## config.mk

```make
export PLATFORM = sky130hd
export DESIGN_NAME = insn_fetch_ctrl_flat
export DESIGN_NICKNAME = d
export VERILOG_FILES = /design/src/rtl/vta_fetch_pkg.sv /design/src/rtl/insn_fetch_ctrl_if.sv /design/src/rtl/insn_skid_buf.sv /design/src/rtl/insn_fetch_ctrl.sv /design/src/flat_wrapper.sv
export SDC_FILE = /design/constraint.sdc
export NUM_CORES = 1
export LEC_CHECK = 0
export CORE_ASPECT_RATIO = 1.75
export CORE_MARGIN = 2
export CORE_UTILIZATION = 60
export CTS_CLUSTER_SIZE = 30
export DETAILED_ROUTE_END_ITERATION = 7
export DONT_BUFFER_PORTS = 1
export HOLD_SLACK_MARGIN = 0.1
export PLACE_DENSITY = 0.73
export SLEW_MARGIN = 10
export SYNTH_ARGS = -nofsm -noshare
export SYNTH_HDL_FRONTEND = slang
export SYNTH_HIERARCHICAL = 1
export SYNTH_SLANG_ARGS = --single-unit
```

## constraint.sdc

```tcl
create_clock -name ap_clk -period 6.4 [get_ports ap_clk]
set_clock_uncertainty 0.15 [all_clocks]
set_input_delay 0.32 -clock ap_clk [delete_from_list [all_inputs] [get_ports ap_clk]]
set_output_delay 0.32 -clock ap_clk [all_outputs]
set_load 0.02 [all_outputs]
```

## src/rtl/vta_fetch_pkg.sv

```systemverilog
// Shared constants and state type for the instruction-fetch burst sequencer.
package vta_fetch_pkg;

    localparam int         INSN_BYTES     = 16;
    localparam logic [1:0] AXI_BURST_INCR = 2'b01;
    localparam logic [2:0] AXI_SIZE_16B   = 3'b100;
    localparam logic [1:0] RESP_OKAY      = 2'b00;

    typedef enum logic [1:0] {
        ST_IDLE  = 2'd0,
        ST_ADDR  = 2'd1,
        ST_DATA  = 2'd2,
        ST_DRAIN = 2'd3
    } fetch_state_t;

    // Beats left before the next 4 KB page, always 1..256.
    function automatic logic [8:0] beats_to_4k(input logic [11:0] offs);
        logic [12:0] bytes_left;
        bytes_left = 13'd4096 - {1'b0, offs};
        return bytes_left[12:4];
    endfunction

endpackage

```

## src/rtl/insn_fetch_ctrl_if.sv

```systemverilog
// AXI4 read-address/read-data channels plus the AXI-Stream instruction output.
interface insn_fetch_ctrl_if #(
    parameter int DATA_W = 128,
    parameter int ADDR_W = 32
);
    logic [ADDR_W-1:0] m_axi_ins_port_ARADDR;
    logic [7:0]        m_axi_ins_port_ARLEN;
    logic [2:0]        m_axi_ins_port_ARSIZE;
    logic [1:0]        m_axi_ins_port_ARBURST;
    logic              m_axi_ins_port_ARVALID;
    logic              m_axi_ins_port_ARREADY;
    logic [DATA_W-1:0] m_axi_ins_port_RDATA;
    logic [1:0]        m_axi_ins_port_RRESP;
    logic              m_axi_ins_port_RLAST;
    logic              m_axi_ins_port_RVALID;
    logic              m_axi_ins_port_RREADY;
    logic [DATA_W-1:0] insn_TDATA;
    logic              insn_TVALID;
    logic              insn_TREADY;

    modport master (
        output m_axi_ins_port_ARADDR, m_axi_ins_port_ARLEN, m_axi_ins_port_ARSIZE,
               m_axi_ins_port_ARBURST, m_axi_ins_port_ARVALID, m_axi_ins_port_RREADY,
               insn_TDATA, insn_TVALID,
        input  m_axi_ins_port_ARREADY, m_axi_ins_port_RDATA, m_axi_ins_port_RRESP,
               m_axi_ins_port_RLAST, m_axi_ins_port_RVALID, insn_TREADY
    );

    modport slave (
        input  m_axi_ins_port_ARADDR, m_axi_ins_port_ARLEN, m_axi_ins_port_ARSIZE,
               m_axi_ins_port_ARBURST, m_axi_ins_port_ARVALID, m_axi_ins_port_RREADY,
               insn_TDATA, insn_TVALID,
        output m_axi_ins_port_ARREADY, m_axi_ins_port_RDATA, m_axi_ins_port_RRESP,
               m_axi_ins_port_RLAST, m_axi_ins_port_RVALID, insn_TREADY
    );
endinterface

```

## src/rtl/insn_skid_buf.sv

```systemverilog
// Two-entry registered skid buffer between the R channel and the instruction stream.
module insn_skid_buf #(
    parameter int DATA_W = 128
) (
    input  logic              clk,
    input  logic              rst_n,
    input  logic              in_valid,
    input  logic [DATA_W-1:0] in_data,
    output logic              has_space,
    output logic              out_valid,
    output logic [DATA_W-1:0] out_data,
    input  logic              out_ready,
    output logic              empty
);
    logic              out_valid_q, out_valid_d;
    logic [DATA_W-1:0] out_data_q, out_data_d;
    logic              skid_valid_q, skid_valid_d;
    logic [DATA_W-1:0] skid_data_q, skid_data_d;
    logic              push, pop;

    assign has_space = !skid_valid_q;
    assign push      = in_valid && has_space;
    assign pop       = out_valid_q && out_ready;
    assign out_valid = out_valid_q;
    assign out_data  = out_data_q;
    assign empty     = !out_valid_q && !skid_valid_q;

    always_comb begin
        out_valid_d  = out_valid_q;
        out_data_d   = out_data_q;
        skid_valid_d = skid_valid_q;
        skid_data_d  = skid_data_q;
        if (!out_valid_q || pop) begin
            // Skid entry is older than anything arriving, so it moves out first.
            if (skid_valid_q) begin
                out_data_d   = skid_data_q;
                out_valid_d  = 1'b1;
                skid_valid_d = 1'b0;
            end else if (push) begin
                out_data_d  = in_data;
                out_valid_d = 1'b1;
            end else begin
                out_valid_d = 1'b0;
            end
        end else if (push) begin
            skid_data_d  = in_data;
            skid_valid_d = 1'b1;
        end
    end

    always_ff @(posedge clk or negedge rst_n) begin
        if (!rst_n) begin
            out_valid_q  <= 1'b0;
            out_data_q   <= '0;
            skid_valid_q <= 1'b0;
            skid_data_q  <= '0;
        end else begin
            out_valid_q  <= out_valid_d;
            out_data_q   <= out_data_d;
            skid_valid_q <= skid_valid_d;
            skid_data_q  <= skid_data_d;
        end
    end

endmodule

```

## src/rtl/insn_fetch_ctrl.sv

```systemverilog
// Instruction-fetch burst sequencer: splits a fetch command into AXI4 INCR bursts
// and forwards returned beats in order onto the instruction stream.
//
// state    | meaning
// ---------+-------------------------------------------------------------
// ST_IDLE  | waiting for start
// ST_ADDR  | presenting one AR burst (held one cycle after a previous burst)
// ST_DATA  | accepting R beats of the single outstanding burst
// ST_DRAIN | all beats received, waiting for the skid buffer to empty
module insn_fetch_ctrl
    import vta_fetch_pkg::*;
#(
    parameter int DATA_W    = 128,
    parameter int ADDR_W    = 32,
    parameter int MAX_BURST = 16
) (
    input  logic              ap_clk,
    input  logic              ap_rst_n,
    input  logic              start,
    input  logic [ADDR_W-1:0] insn_base,
    input  logic [31:0]       insn_count,
    output logic              busy,
    output logic              done,
    output logic              err,
    insn_fetch_ctrl_if.master bus
);
    localparam logic [8:0] MAX_BEATS = 9'(MAX_BURST);

    fetch_state_t      state_q, state_d;
    logic [ADDR_W-1:0] addr_q, addr_d;
    logic [31:0]       remaining_q, remaining_d;
    logic [8:0]        beat_cnt_q, beat_cnt_d;
    logic              busy_q, busy_d;
    logic              done_q, done_d;
    logic              err_q, err_d;
    logic              gap_q, gap_d;
    logic [8:0]        beats;
    logic              ar_valid, ar_hs, r_ready, r_hs;
    logic              buf_space, buf_empty;

    always_comb begin
        beats = beats_to_4k(addr_q[11:0]);
        if (beats > MAX_BEATS) beats = MAX_BEATS;
        if ({23'd0, beats} > remaining_q) beats = remaining_q[8:0];
    end

    assign ar_valid = (state_q == ST_ADDR) && !gap_q;
    assign ar_hs    = ar_valid && bus.m_axi_ins_port_ARREADY;
    assign r_ready  = (state_q == ST_DATA) && buf_space;
    assign r_hs     = r_ready && bus.m_axi_ins_port_RVALID;

    assign bus.m_axi_ins_port_ARADDR  = addr_q;
    assign bus.m_axi_ins_port_ARLEN   = (state_q == ST_ADDR) ? 8'(beats - 9'd1) : 8'd0;
    assign bus.m_axi_ins_port_ARSIZE  = AXI_SIZE_16B;
    assign bus.m_axi_ins_port_ARBURST = AXI_BURST_INCR;
    assign bus.m_axi_ins_port_ARVALID = ar_valid;
    assign bus.m_axi_ins_port_RREADY  = r_ready;

    assign busy = busy_q;
    assign done = done_q;
    assign err  = err_q;

    always_comb begin
        state_d     = state_q;
        addr_d      = addr_q;
        remaining_d = remaining_q;
        beat_cnt_d  = beat_cnt_q;
        busy_d      = busy_q;
        err_d       = err_q;
        done_d      = 1'b0;
        gap_d       = 1'b0;
        case (state_q)
            ST_IDLE: begin
                if (start) begin
                    addr_d      = {insn_base[ADDR_W-1:4], 4'b0};
                    remaining_d = insn_count;
                    err_d       = 1'b0;
                    busy_d      = 1'b1;
                    state_d     = (insn_count == 32'd0) ? ST_DRAIN : ST_ADDR;
                end
            end
            ST_ADDR: begin
                if (ar_hs) begin
                    beat_cnt_d = beats;
                    state_d    = ST_DATA;
                end
            end
            ST_DATA: begin
                if (r_hs) begin
                    beat_cnt_d = beat_cnt_q - 9'd1;
                    if (remaining_q != 32'd0) remaining_d = remaining_q - 32'd1;
                    addr_d = addr_q + ADDR_W'(INSN_BYTES);
                    // RLAST is only checked; beat_cnt alone decides where the burst ends.
                    if ((bus.m_axi_ins_port_RRESP != RESP_OKAY) ||
                        (bus.m_axi_ins_port_RLAST != (beat_cnt_q == 9'd1)))
                        err_d = 1'b1;
                    if (beat_cnt_q == 9'd1) begin
                        if (remaining_q > 32'd1) begin
                            state_d = ST_ADDR;
                            gap_d   = 1'b1;
                        end else begin
                            state_d = ST_DRAIN;
                        end
                    end
                end
            end
            ST_DRAIN: begin
                if (buf_empty) begin
                    done_d  = 1'b1;
                    busy_d  = 1'b0;
                    state_d = ST_IDLE;
                end
            end
            default: state_d = ST_IDLE;
        endcase
    end

    always_ff @(posedge ap_clk or negedge ap_rst_n) begin
        if (!ap_rst_n) begin
            state_q     <= ST_IDLE;
            addr_q      <= '0;
            remaining_q <= '0;
            beat_cnt_q  <= '0;
            busy_q      <= 1'b0;
            done_q      <= 1'b0;
            err_q       <= 1'b0;
            gap_q       <= 1'b0;
        end else begin
            state_q     <= state_d;
            addr_q      <= addr_d;
            remaining_q <= remaining_d;
            beat_cnt_q  <= beat_cnt_d;
            busy_q      <= busy_d;
            done_q      <= done_d;
            err_q       <= err_d;
            gap_q       <= gap_d;
        end
    end

    insn_skid_buf #(.DATA_W(DATA_W)) u_skid (
        .clk       (ap_clk),
        .rst_n     (ap_rst_n),
        .in_valid  (r_hs),
        .in_data   (bus.m_axi_ins_port_RDATA),
        .has_space (buf_space),
        .out_valid (bus.insn_TVALID),
        .out_data  (bus.insn_TDATA),
        .out_ready (bus.insn_TREADY),
        .empty     (buf_empty)
    );

endmodule

```

## src/flat_wrapper.sv

```systemverilog
// flat-port wrapper written by rule: the top's interface ports become plain ports
module insn_fetch_ctrl_flat import vta_fetch_pkg::*;
#(
    parameter int DATA_W    = 128,
    parameter int ADDR_W    = 32,
    parameter int MAX_BURST = 16
)
  (ap_clk, ap_rst_n, start, insn_base, insn_count, busy, done, err, bus_m_axi_ins_port_ARADDR, bus_m_axi_ins_port_ARLEN, bus_m_axi_ins_port_ARSIZE, bus_m_axi_ins_port_ARBURST, bus_m_axi_ins_port_ARVALID, bus_m_axi_ins_port_RREADY, bus_insn_TDATA, bus_insn_TVALID, bus_m_axi_ins_port_ARREADY, bus_m_axi_ins_port_RDATA, bus_m_axi_ins_port_RRESP, bus_m_axi_ins_port_RLAST, bus_m_axi_ins_port_RVALID, bus_insn_TREADY);
  insn_fetch_ctrl_if #(.DATA_W(DATA_W), .ADDR_W(ADDR_W)) bus_i ();
  input  logic ap_clk;
  input  logic ap_rst_n;
  input  logic start;
  input  logic [ADDR_W-1:0] insn_base;
  input  logic [31:0] insn_count;
  output logic busy;
  output logic done;
  output logic err;
  output wire logic [$bits(bus_i.m_axi_ins_port_ARADDR)-1:0] bus_m_axi_ins_port_ARADDR;
  output wire logic [$bits(bus_i.m_axi_ins_port_ARLEN)-1:0] bus_m_axi_ins_port_ARLEN;
  output wire logic [$bits(bus_i.m_axi_ins_port_ARSIZE)-1:0] bus_m_axi_ins_port_ARSIZE;
  output wire logic [$bits(bus_i.m_axi_ins_port_ARBURST)-1:0] bus_m_axi_ins_port_ARBURST;
  output wire logic [$bits(bus_i.m_axi_ins_port_ARVALID)-1:0] bus_m_axi_ins_port_ARVALID;
  output wire logic [$bits(bus_i.m_axi_ins_port_RREADY)-1:0] bus_m_axi_ins_port_RREADY;
  output wire logic [$bits(bus_i.insn_TDATA)-1:0] bus_insn_TDATA;
  output wire logic [$bits(bus_i.insn_TVALID)-1:0] bus_insn_TVALID;
  input wire logic [$bits(bus_i.m_axi_ins_port_ARREADY)-1:0] bus_m_axi_ins_port_ARREADY;
  input wire logic [$bits(bus_i.m_axi_ins_port_RDATA)-1:0] bus_m_axi_ins_port_RDATA;
  input wire logic [$bits(bus_i.m_axi_ins_port_RRESP)-1:0] bus_m_axi_ins_port_RRESP;
  input wire logic [$bits(bus_i.m_axi_ins_port_RLAST)-1:0] bus_m_axi_ins_port_RLAST;
  input wire logic [$bits(bus_i.m_axi_ins_port_RVALID)-1:0] bus_m_axi_ins_port_RVALID;
  input wire logic [$bits(bus_i.insn_TREADY)-1:0] bus_insn_TREADY;
  assign bus_m_axi_ins_port_ARADDR = bus_i.m_axi_ins_port_ARADDR;
  assign bus_m_axi_ins_port_ARLEN = bus_i.m_axi_ins_port_ARLEN;
  assign bus_m_axi_ins_port_ARSIZE = bus_i.m_axi_ins_port_ARSIZE;
  assign bus_m_axi_ins_port_ARBURST = bus_i.m_axi_ins_port_ARBURST;
  assign bus_m_axi_ins_port_ARVALID = bus_i.m_axi_ins_port_ARVALID;
  assign bus_m_axi_ins_port_RREADY = bus_i.m_axi_ins_port_RREADY;
  assign bus_insn_TDATA = bus_i.insn_TDATA;
  assign bus_insn_TVALID = bus_i.insn_TVALID;
  assign bus_i.m_axi_ins_port_ARREADY = bus_m_axi_ins_port_ARREADY;
  assign bus_i.m_axi_ins_port_RDATA = bus_m_axi_ins_port_RDATA;
  assign bus_i.m_axi_ins_port_RRESP = bus_m_axi_ins_port_RRESP;
  assign bus_i.m_axi_ins_port_RLAST = bus_m_axi_ins_port_RLAST;
  assign bus_i.m_axi_ins_port_RVALID = bus_m_axi_ins_port_RVALID;
  assign bus_i.insn_TREADY = bus_insn_TREADY;
  insn_fetch_ctrl #(.DATA_W(DATA_W), .ADDR_W(ADDR_W), .MAX_BURST(MAX_BURST)) u_core (.ap_clk(ap_clk), .ap_rst_n(ap_rst_n), .start(start), .insn_base(insn_base), .insn_count(insn_count), .busy(busy), .done(done), .err(err), .bus(bus_i));
endmodule
```

==> out/results.tsv <==
stage	metric	value	unit
power	ir_drop	0.379	mV
timing	setup_violations	0	
layout	num-nets-final	1774	
layout	fillers	1882	
route	via_count	12000	
clocking	cts_max_level	1	
timing	rsz0062_at_grt	false	
worst_setup_path	path_cells	inv_1, ha_1, nor3b_1, and3_1, o21a_1, inv_1, ha_1, a21o_1, a221o_1, a221oi_1, a2111o_1, mux2i_1, ha_1, o31ai_1, or3_1, a21oi_1	
clocking	cts_tree	done	
layout	syn_to_final_growth	16.4	%
floorplanning	initial_core_util	60.6	%
clocking	cts_max_path_buffers	3	
grt	grt_pass1_wl	69500	microns
power	leakage	9.07	nW
worst_setup_path	critPathBufInv	2	
synthesis	syn_area_per_cell	12.6	sq um
floorplanning	rows	83	
synthesis	ys_seq_area_share	47.1	%
grt	grt_usage	28.1	%
route	drt_wl_total	44400	microns
worst_setup_path	critPathKind	flop to output pin	
synthesis	ys_seq_elements	333	
power	p_per_area	441	nW/um^2
clocking	clkSlewWorstSetupHoldPaths	0.07	ns
synthesis	yosys_warnings	6	
worst_setup_path	cpPeakStageDelay	0.55	ns
synthesis	ys_types	81	
grt	grt_pass1_vias	12900	
placed_design	port_buffers	0	
synthesis	yosysTopAreaCellShare	47.1	%
timing	maxSlewViolCount	0	
timing	hold_slack	-0.708	ns
worst_setup_path	arrival	5.58	ns
timing	fin_setup_tns	0	ns
grt	grt-ovfl-total	0	
floorplanning	io_pins	380	
synthesis	synth_top_flop_cell	dfrtp_1	
synthesis	syn-cell-area	17700	sq um
route	drtPass1Iterations	5	
synthesis	synthTopCellsByArea	dfrtp_1 47%, mux2_4 17%, mux2_2 12%, a21oi_1 2.6%, buf_6 1.9%	
route	ant_nets	0	
synthesis	yosysTopAreaCell	dfrtp_1	
layout	fin_util	70.5	%
status	status	finished, violations left	
grt	grt_use_met2	52.9	%
synthesis	synth_edf_count	0	
route	drc	0	
worst_setup_path	slowest_stage	dfrtp_1	
timing	max_slew_margin	27.1	%
floorplanning	chipWidth	134	microns
timing	hold_viol	333	
clocking	clockRootBuffer	clkbuf_16	
worst_setup_path	crit_required	5.93	ns
run	drv_cap	0	
layout	fin_area	20600	sq um
worst_setup_path	crit_family	compound AO/OA/AOI/OAI gates	
timing	worst_slew_pin_slew	1.08	ns
floorplanning	die_h	231	microns
route	avgViaCountPerCell	6.12	
timing	fin_crit_sh	94.6	%
clocking	cts-buffers-inserted	30	
hold_path	hp-class	input pin to asynchronous set/reset pin	
grt	grt_use_met1	30.1	%
layout	drive_gt1_share	30.4	%
grt	antenna_found_initial	5	
power	p_total	9.08	mW
clocking	ctsHoldBuffers	196	
route	wl_per_cell	22.6	microns
placed_design	finalWeightedCongestion	0.869	
clocking	clk_latency	0.57	ns
floorplanning	core	29200	sq um
placed_design	dp_hpwl	28100	microns
synthesis	synth-async-reset-ratio	100	%
worst_setup_path	worstPathMaxFanout	10	
timing	fmax	0.165	GHz
floorplanning	dieArea	30900	sq um
placed_design	place_area	17500	sq um
grt	met3_usage	4.72	%
synthesis	syn_inst	1407	
status	violations	hold timing	
timing	fin_crit	6.05	ns
clocking	cts.sinks	333	
grt	busiest_layer	met2	
worst_setup_path	endpoint_kind	output pin	
grt	grt_max_degree	334	
route	drtIter0Drc	698	
worst_setup_path	crit_top_cell	ha_1	
worst_setup_path	cp-start-kind	flop	
-- through the flow --
stage,setup WS (ns),cells
after floorplan,1.66,1418
after global placement,0.933,1710
after detailed placement,0.855,1710
after CTS,0.195,1960
after global routing,0.00846,1965
final,0.348,1966
-- routing by layer --
metal  part of all wire (%)  routed length [microns]
met2                     54                    24000
met3                    5.8                     2580
met1                     35                    15700
met4                    4.7                     2100
met5                      0                        0
-- cells by family (layout without fill, tap and decap cells) --
logic type	count (synthesis)	after routing	synth area share, %
multiplexers	391	391	29.1
AND/OR/NAND/NOR	278	278	8.23
AO/OA/AOI/OAI	254	254	8.93
other	2	19	0.0425
XOR/XNOR	10	10	0.496
flip-flops	333	333	47.1
buffers and inverters	122	282	4.90
adder cells (fa/ha/maj)	17	17	1.20
-- cell usage in the layout, fill, tap and decap left out, types with 5 or more instances in the layout --
cell type	netlist	layout
dfrtp_1	333	332
mux2_4	197	197
nor3b_1	6	6
ha_1	17	17
nor2b_1	7	6
dlygate4sd3_1	0	196
mux2_2	188	188
o21ai_0	65	65
a21oi_1	92	92
o211ai_1	6	6
diode_2	0	6
clkbuf_8	2	7
mux2i_1	6	6
clkbuf_16	0	31
nand4_1	11	11
o22ai_1	11	11
clkinv_2	0	6
a32oi_1	5	5
or3_1	5	5
nand3_1	22	22
a31oi_1	15	15
buf_4	10	8
and3_1	11	11
or4_1	6	6
nor3_1	26	26
nor4_1	15	15
o22a_1	12	12
inv_1	22	22
nor2_1	77	76
conb_1	2	13
xnor2_1	7	7
a22oi_1	6	6
nand2_1	60	60
-- state kept, by name, indices dropped and copies added (netlist names) --
name and cells:
u_core/remaining_q 32, u_core/u_skid/out_data 128, u_core/busy 1, u_core/bus.m_axi_ins_port_ARADDR 28
u_core/gap_q 1, u_core/state_q 2, u_core/u_skid/out_valid 1, u_core/done 1
u_core/err 1, u_core/u_skid/skid_data_q 128, u_core/beat_cnt_q 9, u_core/u_skid/skid_valid_q 1
-- final cells by class --
cell class | count | area (sq um) | share of cell area, %
Antenna cell | 6 | 15.0 | 0.0730
Clock buffer | 40 | 880 | 4.27
Clock inverter | 14 | 181 | 0.882
Inverter | 22 | 82.6 | 0.401
Multi-Input combinational cell | 963 | 8540 | 41.5
Sequential cell | 333 | 8340 | 40.5
Tap cell | 382 | 478 | 2.32
Timing Repair Buffer | 206 | 2060 | 10.0
-- repair_timing --
action | CTS | global route
endpoints found under the hold margin | 662 | 333
setup buffers | 0 | 0
resized for setup | 0 | 1
setup endpoints to repair | 0 | 2
-- cell usage after synthesis (15+ instances only) --
library cell	instances
nor2_1	77
mux2_2	188
nand2_1	60
nand3_1	22
a21oi_1	92
nor4_1	15
ha_1	17
mux2_4	197
buf_6	30
inv_1	22
dfrtp_1	333
o21ai_0	65
clkbuf_1	39
nor3_1	26
a31oi_1	15
-- where the power goes --
part | switching, mW | internal (mW)
Sequential | 1.52 | 2.96
Combinational | 1.24 | 1.43
Clock | 0.812 | 1.12
Total | 3.56 | 5.52
-- worst paths after layout --
path	start	endpoint	slack [ns]	depth (start not counted)
worst max-delay path	u_core/bus.m_axi_ins_port_ARADDR[4]$_DFFE_PN0P_	bus_m_axi_ins_port_ARLEN[6]	0.35	16
worst min-delay path	ap_rst_n	u_core/u_skid/skid_data_q[84]$_DFFE_PN0P_	-0.71	0
worst max register to register	u_core/bus.m_axi_ins_port_ARADDR[4]$_DFFE_PN0P_	u_core/beat_cnt_q[1]$_DFFE_PN0P_	2.22	13
worst min register to register	u_core/u_skid/skid_data_q[114]$_DFFE_PN0P_	u_core/u_skid/skid_data_q[114]$_DFFE_PN0P_	0.35	1
max in group asynchronous	ap_rst_n	u_core/bus.m_axi_ins_port_ARADDR[19]$_DFFE_PN0P_	6.27	0
min in group ap_clk	bus_m_axi_ins_port_ARREADY	u_core/beat_cnt_q[0]$_DFFE_PN0P_	0.14	4
Power figures use the tool's default switching activity.
